File: config.mk
export PLATFORM = sky130hd
export DESIGN_NAME = counter_prog
export DESIGN_NICKNAME = d
export VERILOG_FILES = /design/src/rtl/counter_prog.sv
export SDC_FILE = /design/constraint.sdc
export NUM_CORES = 1
export LEC_CHECK = 0
export ABC_AREA = 1
export BUFFER_PORTS_ARGS = -buffer_cell sky130_fd_sc_hd__buf_4
export CORE_UTILIZATION = 40
export DETAILED_ROUTE_END_ITERATION = 8
export PLACE_DENSITY = 0.69
export SYNTH_ARGS = -nofsm -noshare
export SYNTH_HDL_FRONTEND = slang
export SYNTH_SLANG_ARGS = --single-unit
File: constraint.sdc
create_clock -name clk -period 2.25 [get_ports clk]
set_clock_uncertainty 0.15 [all_clocks]
set_input_delay 0.675 -clock clk [delete_from_list [all_inputs] [get_ports clk]]
set_output_delay 0.675 -clock clk [all_outputs]
set_load 0.03 [all_outputs]
File: src/rtl/counter_prog.sv
// Purpose : host-side sequencer that programs (control word + value) and reads back the
//           three-channel counter block, and turns its expiry lines into sticky interrupts.
// Latency : accept to rsp_valid = 2*WE_HOLD+2 (load), READ_LAT+2 (read), 1 (illegal channel).
// Backpr. : one request in flight; req_ready is high only in IDLE, and req_valid seen while
//           busy is dropped rather than queued.
//
// Ports:
//   clk, rst                   clock, asynchronous active-low reset
//   req_valid/req_ready        host request handshake
//   req_op/ch/mode/val         request fields (op 0 = load, 1 = read; ch 3 is illegal)
//   rsp_valid/err/data         one-cycle completion pulse, error flag, read data
//   irq_clr, irq               per-channel clear, sticky expiry flags
//   counter_we/ch/val/out      write strobe, select, write data, readback of the counter block
//   counter0/1/2_OUT           asynchronous channel expiry lines

module counter_prog #(
   parameter int unsigned READ_LAT = 2,   // cycles from select to sample, 1..7
   parameter int unsigned WE_HOLD  = 1    // strobe width per write, 1..3
) (
   input  logic        clk,
   input  logic        rst,
   input  logic        req_valid,
   output logic        req_ready,
   input  logic        req_op,
   input  logic [1:0]  req_ch,
   input  logic [2:0]  req_mode,
   input  logic [31:0] req_val,
   output logic        rsp_valid,
   output logic        rsp_err,
   output logic [31:0] rsp_data,
   input  logic [2:0]  irq_clr,
   output logic [2:0]  irq,
   output logic        counter_we,
   output logic [1:0]  counter_ch,
   output logic [31:0] counter_val,
   input  logic [31:0] counter_out,
   input  logic        counter0_OUT,
   input  logic        counter1_OUT,
   input  logic        counter2_OUT
);

   localparam logic [2:0] S_IDLE = 3'd0;
   localparam logic [2:0] S_CTRL = 3'd1;
   localparam logic [2:0] S_LOAD = 3'd2;
   localparam logic [2:0] S_SEL  = 3'd3;
   localparam logic [2:0] S_CAP  = 3'd4;
   localparam logic [2:0] S_RESP = 3'd5;

   localparam logic [2:0] WE_CNT  = 3'(WE_HOLD);
   localparam logic [2:0] WE_LAST = 3'(WE_HOLD - 1);
   localparam logic [2:0] RL_LAST = 3'(READ_LAT - 1);

   // Channel select value that addresses the control-word register.
   localparam logic [1:0] CTRL_SEL = 2'd3;

   logic [2:0]  state;
   logic [2:0]  cnt;
   logic        op_q;
   logic [1:0]  ch_q;
   logic [2:0]  mode_q;
   logic [31:0] val_q;
   logic        err_q;

   assign req_ready = (state == S_IDLE);

   // ------------------------------------------------------------------
   // Request sequencer. Every interface output is registered from the
   // current state, so it shows up one cycle after the state that
   // produces it. That lag is what places counter_ch exactly READ_LAT
   // cycles ahead of the CAP sampling edge, and puts rsp_valid one
   // cycle after RESP (when the FSM is already back in IDLE).
   // ------------------------------------------------------------------
   always_ff @(posedge clk or negedge rst) begin
      if (!rst) begin
         state       <= S_IDLE;
         cnt         <= '0;
         op_q        <= 1'b0;
         ch_q        <= '0;
         mode_q      <= '0;
         val_q       <= '0;
         err_q       <= 1'b0;
         counter_we  <= 1'b0;
         counter_ch  <= '0;
         counter_val <= '0;
         rsp_valid   <= 1'b0;
         rsp_err     <= 1'b0;
         rsp_data    <= '0;
      end else begin
         // Strobe, write data and response flags are pulses; counter_ch
         // and rsp_data deliberately hold.
         counter_we  <= 1'b0;
         counter_val <= '0;
         rsp_valid   <= 1'b0;
         rsp_err     <= 1'b0;

         case (state)
            S_IDLE: begin
               if (req_valid) begin
                  op_q   <= req_op;
                  ch_q   <= req_ch;
                  mode_q <= req_mode;
                  val_q  <= req_val;
                  cnt    <= '0;
                  if (req_ch == 2'd3) begin
                     err_q <= 1'b1;
                     state <= S_RESP;
                  end else begin
                     err_q <= 1'b0;
                     state <= req_op ? S_SEL : S_CTRL;
                  end
               end
            end

            // WE_HOLD strobe cycles, then one extra cycle with the strobe
            // low so the control write and value write never touch.
            S_CTRL: begin
               counter_ch <= CTRL_SEL;
               if (cnt < WE_CNT) begin
                  counter_we  <= 1'b1;
                  counter_val <= {6'b0, ch_q, 21'b0, mode_q};
               end
               if (cnt == WE_CNT) begin
                  cnt   <= '0;
                  state <= S_LOAD;
               end else begin
                  cnt <= cnt + 3'd1;
               end
            end

            S_LOAD: begin
               counter_ch  <= ch_q;
               counter_we  <= 1'b1;
               counter_val <= val_q;
               if (cnt == WE_LAST) begin
                  state <= S_RESP;
               end else begin
                  cnt <= cnt + 3'd1;
               end
            end

            S_SEL: begin
               counter_ch <= ch_q;
               if (cnt == RL_LAST) begin
                  state <= S_CAP;
               end else begin
                  cnt <= cnt + 3'd1;
               end
            end

            S_CAP: begin
               rsp_data <= counter_out;
               state    <= S_RESP;
            end

            S_RESP: begin
               rsp_valid <= 1'b1;
               rsp_err   <= err_q;
               // Only a successful read leaves captured data visible.
               if (err_q || !op_q) begin
                  rsp_data <= '0;
               end
               state <= S_IDLE;
            end

            default: state <= S_IDLE;
         endcase
      end
   end

   // ------------------------------------------------------------------
   // Expiry interrupts: two-flop synchroniser, rising-edge detect, sticky
   // flag. A new edge in the same cycle as a clear keeps the flag set so
   // an expiry is never lost. Independent of the request FSM.
   // ------------------------------------------------------------------
   logic [2:0] exp_raw;
   logic [2:0] exp_meta;
   logic [2:0] exp_sync;
   logic [2:0] exp_prev;
   logic [2:0] exp_rise;

   assign exp_raw  = {counter2_OUT, counter1_OUT, counter0_OUT};
   assign exp_rise = exp_sync & ~exp_prev;

   always_ff @(posedge clk or negedge rst) begin
      if (!rst) begin
         exp_meta <= '0;
         exp_sync <= '0;
         exp_prev <= '0;
         irq      <= '0;
      end else begin
         exp_meta <= exp_raw;
         exp_sync <= exp_meta;
         exp_prev <= exp_sync;
         irq      <= (irq & ~irq_clr) | exp_rise;
      end
   end

endmodule

After elaboration in Yosys (flattened, before gate mapping)
Index checks and enable logic that the tools add are counted.
{"block": "word_totals", "ff_bits": 126, "input_bits": 79, "output_inout_bits": 73}
{"block": "classes", "add_sub_neg": 1, "magnitude_cmp": 1, "n_eq_ne": 14, "n_mux": 22, "bitwise_logic": 5, "n_reduce_logical": 12}
{"operator": "$pmux 32 s2", "n": 2}
{"operator": "$mux 32", "n": 1}
{"operator": "$mux 3", "n": 9}
{"operator": "$mux 26", "n": 1}
{"operator": "$pmux 3 s5", "n": 1}
{"operator": "$ne 2x2->1 const B", "n": 7}
{"operator": "$pmux 3 s4", "n": 1}
{"operator": "$reduce_and 4->1", "n": 2}
{"operator": "$and 3x3->3", "n": 2}
{"operator": "$eq 3x1->1 const B", "n": 2}
{"operator": "$eq 3x2->1 const B", "n": 2}
{"operator": "$eq 3x3->1 const B", "n": 2}
{"operator": "$logic_not 3->1", "n": 2}
{"operator": "$not 3->3", "n": 2}
{"operator": "$mux 1", "n": 4}
{"operator": "$pmux 2 s2", "n": 1}
{"operator": "$reduce_and 2->1", "n": 2}
{"operator": "$reduce_bool 2->1", "n": 2}
{"operator": "$reduce_bool 4->1", "n": 1}
{"operator": "$add 3x1->3 const B", "n": 1}
{"operator": "$lt 3x1->1 const B", "n": 1}
{"operator": "$or 3x3->3", "n": 1}
{"operator": "$eq 2x2->1 const B", "n": 1}
{"operator": "$mux 2", "n": 1}
{"operator": "other kinds (4)", "n": 4}

Depth between registers and ports, before layout
Gate-level depths: netlist of the first run.
{"block": "logic_depth", "depth_word": 4, "ltp_mapped": 9, "depth_no_buf": 9}

Worst setup path before layout of the first run
Ideal clock, no wire load.
{"block": "synth_timing", "path_type": "register to output", "from": "register state[1]", "to": "output port req_ready", "t_arrival_ps": 949, "slack_ps": 476, "path_stages_with_launch": 5, "path_buffers": 1, "path_cell_list": "dfrtp_1 > inv_4 > nand2_4 > nor2_4 > buf_2"}
{"block": "synth_between", "elab_chain_cells": 1}
{"element": "from (decl)", "line_no": "56", "source": "logic [2:0] state;"}
{"element": "from (signal assigned)", "line_no": "109", "source": "state <= req_op ? S_SEL : S_CTRL;"}
{"element": "$logic_not 3->1", "line_no": "64", "source": "assign req_ready = (state == S_IDLE);"}
{"element": "to (decl)", "line_no": "23", "source": "output logic req_ready,"}
No other way between the ends.

Worst setup path after layout of the first run
Ends and elaborated chain as after synthesis.

==> results.yml, run 1 <==
clock_network:
  h-tree-depth: 4
  cts_hold_buf: 0
  clockRootBuffer: "clkbuf_16"
  worstSkewPairLatency_ps: 410
  clock_path_buffers: 2
  clkTransAtPathRegs_ps: 60
  clkSinkCount: 126
  cts_buffers: 17
  cts_tree: "yes"
route:
  num_vias: 3842
  drt_pass1_iterations: 6
  drc: 0
  wire_per_inst_microns: 13.5
  final_antenna_net_count: 0
  viasPerCell: 4.72
  drt_iter0_drc: 292
  wl_microns: 11000
yosys:
  synthArstFlopShare: 1.00
  synthCells: 502
  synth.avg_cell_area_sq_um: 9.71
  synth-seq-cells: 126
  syn_nets: 584
  ys_types: 25
  yosysTopAreaCell: "dfrtp_1"
  synth_area_sq_um: 4870
  synth.area.top_cells: "dfrtp_1 (65%), nand2_1 (9.6%), nand3_1 (6.3%)"
  yosysSeqAreaShare: 0.647
  synth_top_cell_area_share: 0.647
  synthFlopType: "dfrtp_1"
  synth_edf_count: 0
  yosys_warnings: 0
place:
  place_congestion: 0.858
  place_hpwl_microns: 7720
  place_area_sq_um: 6130
  port_buffers: 151
timing:
  setup-violations-final: 0
  grt_setup_unrepaired: "no"
  relSlewSlack: 0.177
  period_minus_slack_ps: 2170
  fmax_mhz: 461
  hold_violations: 0
  fin_crit_sh: 0.964
  finalSetupTns_ps: 0
  maxSlewViolCount: 0
  worstMarginPinSlew_ps: 1230
worst_setup_path:
  reg2reg_slack_ps: 370
  crit_path_cell_trace: "inv_4, nand2_4, nor2_4, buf_4"
  worstSetupEndpoint: "req_ready"
  r2r_start: "err_q"
  cp.arrival_ps: 1340
  cp-startpoint: "state[1]"
  r2r_cells: 3
  start_kind: "register"
  path_class: "register to output pin"
  path_max_fanout: 6
  critPathRequiredTime_ps: 1420
  endpoint_kind: "output pin"
  worstReg2RegEnd: "rsp_data[9]"
  crit_slowest_cell: "dfrtp_2"
  slowest_delay_ps: 450
power:
  pwr-share-clk: 0.272
  p_seq_frac: 0.349
  ir_drop_mv: 0.725
  power_density_nw_per_um2: 1500
  p_comb_frac: 0.379
  power.share.switching: 0.382
  switchingPower_mw: 3.86
  p_leak_nw: 3.73
  p_int_mw: 6.24
finish:
  final_cell_mix: "buf_4 (157), nand2_1 (125), dfrtp_1 (125)"
  final_nets: 740
  final_common_cell: "buf_4"
  insertedDiodeCount: 0
  nFillCells: 988
  drive_above_1_share: 0.314
  final_area_sq_um: 6750
  area_growth_pct: 38.4
grt:
  overflow: 0
  grt_pass1_wl_microns: 18400
  grt_max_degree: 51
  grtUsageTotal: 0.190
  grt_pass1_vias: 3804
  antenna_found_initial: 0
floorplanning:
  start_util: 0.418
  io_pins: 152
  die_h_microns: 112
  core_area_sq_um: 11700
  design.die.area_sq_um: 12600
  die_x_microns: 112
  row_count: 39
run_status:
  status: "finished clean"
job:
  maxCapViolations: 0
hold_path:
  hold_path_class: "primary input to async pin"
logic make-up after synthesis:
| group | after synthesis | synth area share |
|---|---|---|
| fa+ha+maj | 3 | 0.00770 |
| flops | 126 | 0.647 |
| compound gates | 40 | 0.0511 |
| buf+inv | 71 | 0.0680 |
| simple gates | 262 | 0.226 |
layer usage:
layer	track usage	wire (microns)
met5	0	0
met1	0.222	4510
met2	0.328	5690
met3	0.0481	579
met4	0.0916	229
power groups by stage:
stage          Sequential (mW)  Clock (mW)  Combinational, mW
3_5_place_dp              3.56           0               3.82
5_1_grt                   3.61        2.91               4.20
3_3_place_gp              3.52           0               3.71
4_1_cts                   3.53        2.80               3.86
6_report                  3.52        2.75               3.83
2_1_floorplan             4.39           0               1.63
cell type report:
class,count,area (sq um),share of cell area
flip-flops and latches,126,3150,0.468
inverters,48,183,0.0271
clock inverters,10,138,0.0204
multi-input cells,305,1390,0.206
well taps,143,179,0.0265
repair buffers,160,1240,0.184
clock buffers,22,464,0.0688
sequential cells by signal, indices dropped and copies added (netlist names):
register	cells
mode_q	3
op_q	1
counter_we	1
rsp_data	32
ch_q	2
rsp_valid	1
state	3
cnt	3
irq	3
exp_sync	3
err_q	1
val_q	32
exp_prev	3
rsp_err	1
counter_val	32
counter_ch	2
exp_meta	3
worst max-delay path, delay by kind of cell, from the launching register on:
kind	cells	cell delay [ps]
buf+inv	2	280
flops	1	450
simple gates	2	200
worst min-delay path by stage:
stage / to / slack (ps) / depth (start not counted)
after CTS: counter_val[27] / 70 / 1
after detailed placement: exp_sync[0] / 190 / 0
after global placement: exp_sync[0] / 180 / 0
after floorplan: exp_sync[0] / 180 / 0
final: val_q[29] / 70 / 1
after global routing: val_q[29] / 100 / 1
Yosys cell counts (2+ instances only):
cell      number
a21oi_1       19
a21oi_2       10
buf_2         11
buf_4          3
buf_6          5
clkbuf_1       4
dfrtp_1      126
ha_1           3
inv_1         47
nand2_1      125
nand2_2        3
nand3_1       61
nor2_1        65
nor2_2         2
nor2_4         2
o21ai_0        5
o22ai_1        3
through the flow:
stage                     hold slack [ps]  power [mW]  std cells   util  setup WS, ps
after global routing                 95.8        10.7        814  0.578          22.0
final                                71.5        10.1        814  0.578          81.2
after detailed placement              188        7.38        781  0.526           322
after global placement                184        7.23        781  0.526           392
after floorplan                       181        6.02        502      -           476
after CTS                            72.6        10.2        814  0.578          46.9
timing repair:
| item | in CTS | in global routing |
|---|---|---|
| buffers inserted | 1 | 0 |
| pin swaps | 1 | 0 |
| gates resized for setup | 0 | 2 |
| endpoints found under the setup margin | 1 | 1 |
Power figures use the tool's default switching activity.
==> run 2, diff against run 1 <==
--- a/config.mk
+++ b/config.mk
@@ -10,6 +10,7 @@
 export CORE_UTILIZATION = 40
 export DETAILED_ROUTE_END_ITERATION = 8
 export PLACE_DENSITY = 0.69
+export REMOVE_ABC_BUFFERS = 1
 export SYNTH_ARGS = -nofsm -noshare
 export SYNTH_HDL_FRONTEND = slang
 export SYNTH_SLANG_ARGS = --single-unit
==> run 2 against run 1 <==
Against the previous run: combinational power about the same; critical path depth unchanged; largest cell class unchanged; total power up 1.2%.
==> results.yml, run 2 (same netlist as run 1, synthesis figures left out) <==
run_status:
  status: "finished clean"
route:
  drc: 0
  drt_iter0_drc: 263
  drt_pass1_iterations: 4
  wire_per_inst_microns: 13.5
  final_antenna_net_count: 0
  wl_microns: 11000
  viasPerCell: 4.74
  num_vias: 3858
finish:
  layoutNonFillerInstCount: 814
  nFillCells: 967
  final_common_cell: "buf_4"
  ff_latch_area_sq_um: 3150
  drive_above_1_share: 0.314
  multi_input_area_sq_um: 1390
  insertedDiodeCount: 0
  reg.largest.list: "counter_val x32, rsp_data x32, val_q x32"
  final_cell_mix: "buf_4 (156), nand2_1 (125), dfrtp_1 (125)"
  area_growth_pct: 39.3
  final_nets: 740
clock_network:
  clock_path_buffers: 2
  cts_hold_buf: 0
  cts_tree: "yes"
  cts_buffers: 17
  worstSkewPairLatency_ps: 410
  clockRootBuffer: "clkbuf_16"
  clkSinkCount: 126
  clkTransAtPathRegs_ps: 60
  h-tree-depth: 4
place:
  place_congestion: 0.799
  port_buffers: 151
  place_hpwl_microns: 7450
  place_inst: 781
grt:
  grt_pass1_vias: 3738
  grtUsageTotal: 0.184
  overflow: 0
  grt_max_degree: 61
  antenna_found_initial: 0
  grt_pass1_wl_microns: 18100
worst_setup_path:
  path_class: "register to output pin"
  cp.arrival_ps: 1330
  endpoint_kind: "output pin"
  start_kind: "register"
  slowest_delay_ps: 450
  path_max_fanout: 6
  critPathRequiredTime_ps: 1420
  crit_slowest_cell: "dfrtp_2"
  crit_path_cell_trace: "inv_4, nand2_4, nor2_4, buf_4"
floorplanning:
  die_h_microns: 112
  core_area_sq_um: 11700
  row_count: 39
  die_x_microns: 112
  start_util: 0.418
  io_pins: 152
  design.die.area_sq_um: 12600
timing:
  fin_crit_sh: 0.959
  maxSlewViolCount: 0
  finalSetupTns_ps: 0
  period_minus_slack_ps: 2160
  fmax_mhz: 463
  grt_setup_unrepaired: "no"
  setup-violations-final: 0
  worstMarginPinSlew_ps: 1230
  relSlewSlack: 0.183
  hold_violations: 0
power:
  power_density_nw_per_um2: 1510
  p_total_mw: 10.2
  p_leak_nw: 3.75
  ir_drop_mv: 0.559
hold_path:
  hold_path_class: "primary input to async pin"
job:
  maxCapViolations: 0
[run 2: through the flow]
step,setup slack (ps),area [sq um],hold WS (ps),util
3_3_place_gp,374,6150,184,0.527
5_1_grt,17.5,6790,90.7,0.582
4_1_cts,52.7,6790,76.1,0.582
6_report,91.5,6790,68.6,0.582
3_5_place_dp,309,6150,186,0.527
2_1_floorplan,-44.1,4720,181,-
[run 2: power by group]
group / switching (mW) / internal (mW)
Combinational: 2.49 / 1.34
Clock: 0.989 / 1.89
Sequential: 0.406 / 3.11
Total: 3.88 / 6.34
[run 2: final cells by class]
class | count | area share
sequential | 126 | 0.465
tap | 143 | 0.0264
clock inverter | 12 | 0.0273
multi-input combinational | 305 | 0.205
timing repair buffer | 160 | 0.184
clock buffer | 20 | 0.0658
inverter | 48 | 0.0269
[run 2: routing by layer]
layer | share of wire | vias up | track usage
li1 | - | 1882 | -
met4 | 0.018 | 0 | 0.0809
met2 | 0.48 | 136 | 0.296
met3 | 0.053 | 17 | 0.0454
met1 | 0.45 | 1823 | 0.239
met5 | 0 | - | 0
[run 2: path summary, 6_finish.rpt]
kind                                endpoint   startpoint  cells past startpoint  slack, ps
worst max-delay path               req_ready     state[1]                      4         90
worst min-delay path                  irq[0]          rst                      1         70
worst max register to register  rsp_data[21]        err_q                      3        350
worst min register to register   exp_sync[1]  exp_meta[1]                      0        200
max in group asynchronous           state[1]          rst                      2       1310
min in group clk                 exp_sync[1]  exp_meta[1]                      0        200
[run 2: what timing repair did]
action | CTS | global route
resized for setup | 0 | 1
setup buffers | 1 | 0
setup endpoints to repair | 1 | 1
gates cloned | 0 | 0
pin swaps | 1 | 0
[run 2: worst max-delay path: cells and delay by family, from the launching register on]
family,cells,cell delay (ps)
AND/OR/NAND/NOR,2,200
flip-flops,1,450
buffers and inverters,2,290
